[config.mk]
export PLATFORM = sky130hd
export DESIGN_NAME = booth_seq_multiplier
export DESIGN_NICKNAME = d
export VERILOG_FILES = /design/src/rtl/multiplier_pkg.sv /design/src/rtl/booth_ctrl.sv /design/src/rtl/booth_seq_multiplier.sv
export SDC_FILE = /design/constraint.sdc
export NUM_CORES = 1
export LEC_CHECK = 0
export BUFFER_PORTS_ARGS = -buffer_cell sky130_fd_sc_hd__buf_4
export CORE_MARGIN = 2
export CORE_UTILIZATION = 56
export DETAILED_ROUTE_END_ITERATION = 10
export PLACE_DENSITY_LB_ADDON = 0.25
export SETUP_SLACK_MARGIN = 0.02
export SYNTH_ARGS = -nofsm -noshare
export SYNTH_HDL_FRONTEND = slang
export SYNTH_SLANG_ARGS = --single-unit
[constraint.sdc]
create_clock -name clk -period 3.6 [get_ports clk]
set_clock_uncertainty 0.1 [all_clocks]
set_input_delay 0.36 -clock clk [delete_from_list [all_inputs] [get_ports clk]]
set_output_delay 0.36 -clock clk [all_outputs]
set_load 0.01 [all_outputs]
[src/rtl/multiplier_pkg.sv]
// Shared types and Booth recoding helper for the sequential multiplier.
// Latency: n/a (package only).
// Backpressure: n/a (package only).
package multiplier_pkg;

   // Controller state encoding; the fourth code is unused and recovers to IDLE.
   typedef enum logic [1:0] {
      IDLE = 2'd0,
      RUN  = 2'd1,
      DONE = 2'd2
   } state_t;

   // Operation selected by one radix-2 Booth recoding step.
   typedef enum logic [1:0] {
      OP_NOP = 2'd0,
      OP_ADD = 2'd1,
      OP_SUB = 2'd2
   } booth_op_t;

   // Decode {Q[0], q_1}: 01 adds M, 10 subtracts M, 00/11 leave A unchanged.
   function automatic booth_op_t booth_decode(input logic [1:0] pair);
      booth_op_t op;
      case (pair)
         2'b01:   op = OP_ADD;
         2'b10:   op = OP_SUB;
         default: op = OP_NOP;
      endcase
      return op;
   endfunction

endpackage

[src/rtl/booth_ctrl.sv]
// Booth multiplier sequencer: FSM plus step counter, drives load/step strobes.
// Latency: WIDTH cycles in RUN after an accepted start, then one DONE cycle.
// Backpressure: start is only honoured in IDLE or DONE; ignored while busy.
module booth_ctrl
   import multiplier_pkg::*;
#(
   parameter int WIDTH = 16
) (
   input  logic clk,
   input  logic reset,
   input  logic start,
   output logic busy,
   output logic done,
   output logic load,
   output logic step
);

   localparam int CW = (WIDTH > 1) ? $clog2(WIDTH) : 1;

   state_t          state;
   logic [CW-1:0]   count;

   // A new operand pair is accepted whenever we are not iterating.
   assign load = start && ((state == IDLE) || (state == DONE));
   // Every RUN cycle performs exactly one add/sub-and-shift.
   assign step = (state == RUN);

   // State, step counter and registered busy/done flags.
   always_ff @(posedge clk or posedge reset) begin
      if (reset) begin
         state <= IDLE;
         count <= '0;
         busy  <= 1'b0;
         done  <= 1'b0;
      end else begin
         case (state)
            IDLE, DONE: begin
               if (start) begin
                  state <= RUN;
                  count <= CW'(WIDTH - 1);
                  busy  <= 1'b1;
                  done  <= 1'b0;
               end else begin
                  state <= IDLE;
                  busy  <= 1'b0;
                  done  <= 1'b0;
               end
            end
            RUN: begin
               if (count == '0) begin
                  state <= DONE;
                  busy  <= 1'b0;
                  done  <= 1'b1;
               end else begin
                  count <= count - CW'(1);
                  busy  <= 1'b1;
                  done  <= 1'b0;
               end
            end
            default: begin
               state <= IDLE;
               busy  <= 1'b0;
               done  <= 1'b0;
            end
         endcase
      end
   end

endmodule

[src/rtl/booth_seq_multiplier.sv]
// Sequential radix-2 Booth multiplier for signed operands, one step per clock.
// Latency: WIDTH+1 cycles from the accepted start edge to the done pulse.
// Backpressure: start ignored while busy; product held until next accepted start.
module booth_seq_multiplier
   import multiplier_pkg::*;
#(
   parameter int WIDTH = 16
) (
   input  logic                 clk,
   input  logic                 reset,
   input  logic                 start,
   input  logic [WIDTH-1:0]     multiplicand,
   input  logic [WIDTH-1:0]     multiplier,
   output logic                 busy,
   output logic                 done,
   output logic [2*WIDTH-1:0]   product
);

   // A carries a guard bit so A - M cannot overflow when M is the most negative value.
   logic [WIDTH:0]    a;
   logic [WIDTH:0]    m;
   logic [WIDTH-1:0]  q;
   logic              q_1;
   logic [WIDTH:0]    s;
   logic              load;
   logic              step;

   booth_ctrl #(
      .WIDTH (WIDTH)
   ) u_ctrl (
      .clk   (clk),
      .reset (reset),
      .start (start),
      .busy  (busy),
      .done  (done),
      .load  (load),
      .step  (step)
   );

   // Booth add/subtract on the partial product, (WIDTH+1)-bit wraparound.
   always_comb begin
      s = a;
      case (booth_decode({q[0], q_1}))
         OP_ADD:  s = a + m;
         OP_SUB:  s = a - m;
         default: s = a;
      endcase
   end

   // Operand capture on load, arithmetic right shift of {S,Q,q_1} on each step.
   always_ff @(posedge clk or posedge reset) begin
      if (reset) begin
         a   <= '0;
         m   <= '0;
         q   <= '0;
         q_1 <= 1'b0;
      end else if (load) begin
         a   <= '0;
         m   <= {multiplicand[WIDTH-1], multiplicand};
         q   <= multiplier;
         q_1 <= 1'b0;
      end else if (step) begin
         {a, q, q_1} <= {s[WIDTH], s, q};
      end
   end

   // After WIDTH steps the guard bit equals A[WIDTH-1], so it is dropped here.
   assign product = {a[WIDTH-1:0], q};

endmodule
==> flow_summary_export.csv, run 1 <==
group,metric,value,unit
worst_setup_path,startpoint_type,"register",
clock_tree,clock-sinks,57,
placement,gp_congestion,0.920,
synthesis,ys_seq_elements,57,
clock_tree,clk_path_buf_depth,2,
routing,drc,0,
final_layout,final_net_count,522,
synthesis,synth.avg_cell_area,8.67,um2
timing,drv_slew,0,
synthesis,synthArstFlopShare,100,%
final_layout,area.growth.synth_to_final,22.7,%
worst_hold_path,hp-class,"in -> async",
clock_tree,cts_buffers,9,
global_route,grt-ovfl-total,0,
floorplan,core_area,5990,um2
worst_setup_path,path_max_fanout,16,
routing,drt_iter0_markers,218,
clock_tree,clock_latency,340,ps
synthesis,synth_area,3500,um2
synthesis,synthTopCellsByArea,"dfrtp_1 41%, nand2_1 9.6%, ha_1 6.8%, xnor2_1 4.5%, a22oi_1 3.2%",
routing,vias,3121,
routing,wirelength,8930,um
timing,grt_setup_unrepaired,"false",
worst_setup_path,rr_startpoint,"q_1$_DFFE_PP0P_",
placement,dp_cells,531,
worst_setup_path,r2r_end,"a[13]$_DFFE_PP0P_",
worst_setup_path,worstPathArrival,3380,ps
worst_setup_path,critPathKind,"reg -> reg",
routing,wl_per_cell,16.4,um
final_layout,layout_commonest_cell,"nand2_1",
worst_setup_path,reg2reg_slack,320,ps
clock_tree,h-tree-depth,3,
synthesis,synth-main-ff-cell,"dfrtp_1",
floorplan,floorplan.initialDensity,58.4,%
clock_tree,cts_tree,"built",
clock_tree,cts_hold_buf,0,
synthesis,synth_nets,458,
floorplan,die_h,83.0,um
placement,place_hpwl,6150,um
floorplan,die_w,83.0,um
global_route,gr-usage-all-layers,27.2,%
placement,io_buffers,68,
synthesis,synth_edf_count,0,
final_layout,fin_cells,546,
timing,layout_worst_path_cycle_share,91.0,%
routing,firstDrtPassIters,4,
floorplan,row_count,28,
global_route,grt_max_degree,35,
worst_setup_path,worstPathCellList,"inv_1 -> ha_1 -> a21oi_1 -> nor2_1 -> o21ai_0 -> xnor2_1 -> ha_1 -> a21oi_1 -> o21ai_0 -> a221o_1 -> a21oi_1 -> xor2_1 -> o21ai_0",
synthesis,syn-instance-count,403,
timing,setup_ws,324,ps
timing,post-route-min-period,3280,ps
worst_setup_path,cp-end-kind,"register",
synthesis,ys_seq_area_share,40.8,%
synthesis,yosys_warnings,0,
clock_tree,ctsResizeCount,0,
synthesis,synth_top_area_cell,"dfrtp_1",
floorplan,io_pins,69,
final_layout,n_antenna_cell,0,
worst_setup_path,cpMaxStageDelayCell,"ha_1",
timing,setup_viol,0,
routing,drtAntennaViolNets,0,
worst_setup_path,worstPathRequired,3710,ps
worst_setup_path,critPathMaxStageDelay,480,ps
clock_tree,clock-root-buffer,"clkbuf_8",
synthesis,post-synth-top-area-fraction,40.8,%
routing,viasPerCell,5.72,
worst_setup_path,rr_worst_depth,13,
synthesis,synth.distinct_cells,51,
timing,finalHoldViolations,0,
final_layout,drive_gt1_share,21.4,%
global_route,first_global_vias,3029,
placement,pre_cts_slack,373,ps
run_status,outcome,"completed",
flow_run,cap_violations,0,
timing,relSlewSlack,35.8,%
timing,fmaxAchievable,305,MHz
global_route,grt_first_pass_wirelength,15100,um
global_route,antenna_found_initial,0,
clock_tree,postCtsSetupRepairBufs,0,
clock_tree,clk_pin_slew,70,ps
floorplan,die-area,6890,um2
timing,finalSetupTns,0,ps
timing,tightest_slew,963,ps
final_layout,layout_common_cells,"89 x nand2_1, 73 x buf_4, 57 x dfrtp_1",
==> metrics by stage <==
| stage | utilization [%] | instance area (um2) | hold slack, ps |
|---|---|---|---|
| finish | 71.6 | 4290 | 38.6 |
| floorplan | - | 3500 | 363 |
| CTS | 71.6 | 4290 | 51.3 |
| global route | 71.6 | 4290 | 93.0 |
| global placement | 67.8 | 4060 | 388 |
| detailed placement | 67.8 | 4060 | 392 |
==> worst max path at each step <==
stage                                start           endpoint  cells past startpoint
after floorplan           q[0]$_DFFE_PP0P_  a[12]$_DFFE_PP0P_                     13
after global placement     q_1$_DFFE_PP0P_  a[13]$_DFFE_PP0P_                     13
after detailed placement   q_1$_DFFE_PP0P_  a[13]$_DFFE_PP0P_                     13
after CTS                  q_1$_DFFE_PP0P_  a[13]$_DFFE_PP0P_                     13
after global routing       q_1$_DFFE_PP0P_  a[13]$_DFFE_PP0P_                     13
final                      q_1$_DFFE_PP0P_  a[13]$_DFFE_PP0P_                     13
==> worst max-delay path: cells and delay by family (launching register included) <==
family	cells	cell delay (ps)
AO/OA/AOI/OAI	7	1180
XOR/XNOR	2	310
adder cells (fa/ha/maj)	2	830
buffers and inverters	1	70
flip-flops	1	360
AND/OR/NAND/NOR	1	280
==> cell type report <==
type / instances / area (um2)
Clock buffer: 11 / 151
Clock inverter: 4 / 76.3
Fill cell: 476 / 1700
Inverter: 12 / 45.0
Multi-Input combinational cell: 314 / 1950
Sequential cell: 57 / 1430
Tap cell: 75 / 93.8
Timing Repair Buffer: 73 / 548
==> routing by layer <==
metal | vias to the layer above | track usage [%] | wire (um)
li1 | 1541 | - | -
met1 | 1483 | 35.9 | 3940
met2 | 87 | 44.4 | 4380
met3 | 10 | 5.86 | 491
met4 | 0 | 9.54 | 115
met5 | - | 0 | 0
==> Yosys cell counts, drive strengths merged, types with 7 or more instances <==
library cell	number
a22oi	15
nor2	28
clkbuf	19
o21ai	23
ha	19
a21oi	23
nand3	7
nand2	89
xnor2	18
a31oi	7
inv	12
nor3	7
xor2	10
dfrtp	57
==> registers in the layout (all words and copies together), names as in the netlist <==
signal and cells:
u_ctrl.busy 1, m 16, u_ctrl.state 2, q_1 1
u_ctrl.count 4, u_ctrl.done 1, q 16, a 16
==> cell families after synthesis <==
group	Yosys count	share of synthesized area, %
mux	4	1.18
xor+xnor	28	7.01
compound gates	104	20.0
fa+ha+maj	20	7.37
flops	57	40.8
buf+inv	32	3.65
simple gates	158	20.0
Power of run 1 is not shown: default switching activity piles up to over one toggle a cycle in this logic, so the estimate is an artifact.
==> inputs of run 2 (changes only) <==
RECOVER_POWER = 25   (was unset)
==> run 2 against run 1 <==
Setup slack got worse by 0.67 ps. Sequential share of layout area about the same. Critical path depth unchanged. Largest cell class unchanged.
==> flow_summary_export.csv, run 2 (synthesis gave the netlist of run 1 again) <==
group,metric,value,unit
run_status,outcome,"completed",
floorplan,die_w,83.0,um
timing,setup_viol,0,
clock_tree,cts_hold_buf,0,
routing,firstDrtPassIters,4,
global_route,antenna_found_initial,0,
global_route,grt-ovfl-total,0,
clock_tree,cts_tree,"built",
final_layout,final_net_count,522,
timing,relSlewSlack,12.8,%
worst_setup_path,reg2reg_slack,320,ps
final_layout,drive_gt1_share,21.0,%
worst_setup_path,r2r_end,"a[13]$_DFFE_PP0P_",
worst_hold_path,hp-class,"in -> reg",
routing,vias,3109,
global_route,gr-usage-met2,44.4,%
worst_hold_path,hold_depth,3,
routing,wirelength,8900,um
final_layout,final.fill_count,475,
routing,viasPerCell,5.69,
worst_setup_path,rr_worst_depth,13,
clock_tree,clock-root-buffer,"clkbuf_8",
placement,pre_cts_slack,373,ps
floorplan,core_area,5990,um2
timing,finalHoldViolations,0,
timing,grt_setup_unrepaired,"false",
routing,drtAntennaViolNets,0,
flow_run,cap_violations,0,
global_route,gr-usage-all-layers,27.2,%
placement,place_hpwl,6150,um
floorplan,io_pins,69,
timing,post-route-min-period,3280,ps
clock_tree,h-tree-depth,3,
final_layout,fin_cells,546,
clock_tree,clock_latency,340,ps
final_layout,n_antenna_cell,0,
routing,drc,0,
global_route,met1_usage,35.9,%
worst_setup_path,worstPathArrival,3380,ps
floorplan,row_count,28,
final_layout,top_regs,"a (16), m (16), q (16)",
clock_tree,clock-sinks,57,
timing,setup_ws,323,ps
floorplan,die-area,6890,um2
timing,layout_worst_path_cycle_share,91.0,%
timing,drv_slew,0,
clock_tree,ctsResizeCount,0,
global_route,grt_max_degree,35,
routing,wl_per_cell,16.3,um
floorplan,floorplan.initialDensity,58.4,%
worst_setup_path,rr_startpoint,"q_1$_DFFE_PP0P_",
placement,gp_congestion,0.920,
final_layout,layout_common_cells,"89 x nand2_1, 71 x buf_4, 57 x dfrtp_1",
clock_tree,clk_path_buf_depth,2,
placement,io_buffers,68,
global_route,grt_first_pass_wirelength,15100,um
final_layout,area.growth.synth_to_final,22.5,%
global_route,first_global_vias,3029,
placement,dp_cells,531,
timing,finalSetupTns,0,ps
clock_tree,clk_pin_slew,70,ps
timing,fmaxAchievable,305,MHz
worst_setup_path,cp-end-kind,"register",
worst_setup_path,path_max_fanout,16,
worst_hold_path,hold_path_startpoint,"multiplicand[6]",
timing,tightest_slew,1310,ps
global_route,busiest_layer,"met2",
final_layout,layout_commonest_cell,"nand2_1",
clock_tree,postCtsSetupRepairBufs,0,
floorplan,die_h,83.0,um
routing,drt_iter0_markers,217,
global_route,grtUsageMet3,5.86,%
worst_hold_path,hold_path_end,"m[6]$_DFFE_PP0P_",
worst_setup_path,startpoint_type,"register",
clock_tree,cts_buffers,9,
worst_setup_path,critPathLaunch,"q_1$_DFFE_PP0P_",
worst_setup_path,worstPathRequired,3710,ps
worst_setup_path,critPathKind,"reg -> reg",
run 2: changes by cell type in the layout (fill, tap and decap cells not counted), sizes merged:
cell,change
buf,-2
clkbuf,+2
run 2: how the worst max path moves through the flow:
| stage | depth (start not counted) | to | slack (ps) |
|---|---|---|---|
| floorplan | 13 | a[12]$_DFFE_PP0P_ | 650 |
| global placement | 13 | a[13]$_DFFE_PP0P_ | 490 |
| detailed placement | 13 | a[13]$_DFFE_PP0P_ | 370 |
| CTS | 13 | a[13]$_DFFE_PP0P_ | 370 |
| global route | 13 | a[13]$_DFFE_PP0P_ | 50 |
| finish | 13 | a[13]$_DFFE_PP0P_ | 320 |
run 2: metal layers:
metal / up-vias / share of wire (%)
met1: 1466 / 44
met2: 93 / 49
met4: 0 / 1.3
li1: 1540 / -
met3: 10 / 6.1
met5: - / 0
run 2: final cells by class:
type / instances / area [um2] / share of cell area, %
clock buffers: 11 / 151 / 3.53
clock inverters: 4 / 76.3 / 1.78
inverters: 12 / 45.0 / 1.05
multi-input cells: 314 / 1950 / 45.4
flip-flops and latches: 57 / 1430 / 33.3
well taps: 75 / 93.8 / 2.19
repair buffers: 73 / 544 / 12.7
run 2: critical path, cell delays in order, from the launching register on:
cell and delay (ps):
dfrtp_1 360, inv_1 70, ha_1 480, a21oi_1 150, nor2_1 280, o21ai_0 160
xnor2_1 160, ha_1 350, a21oi_1 140, o21ai_0 160, a221o_1 320, a21oi_1 170
xor2_1 150, o21ai_0 80
run 2: per-stage QoR:
stage | area (um2) | hold WS [ps] | util (%)
6_report | 4280 | 101 | 71.5
5_1_grt | 4280 | 93.0 | 71.5
4_1_cts | 4290 | 51.3 | 71.6
3_5_place_dp | 4060 | 392 | 67.8
3_3_place_gp | 4060 | 388 | 67.8
2_1_floorplan | 3500 | 363 | -
Power of run 2 is left out for the same reason.
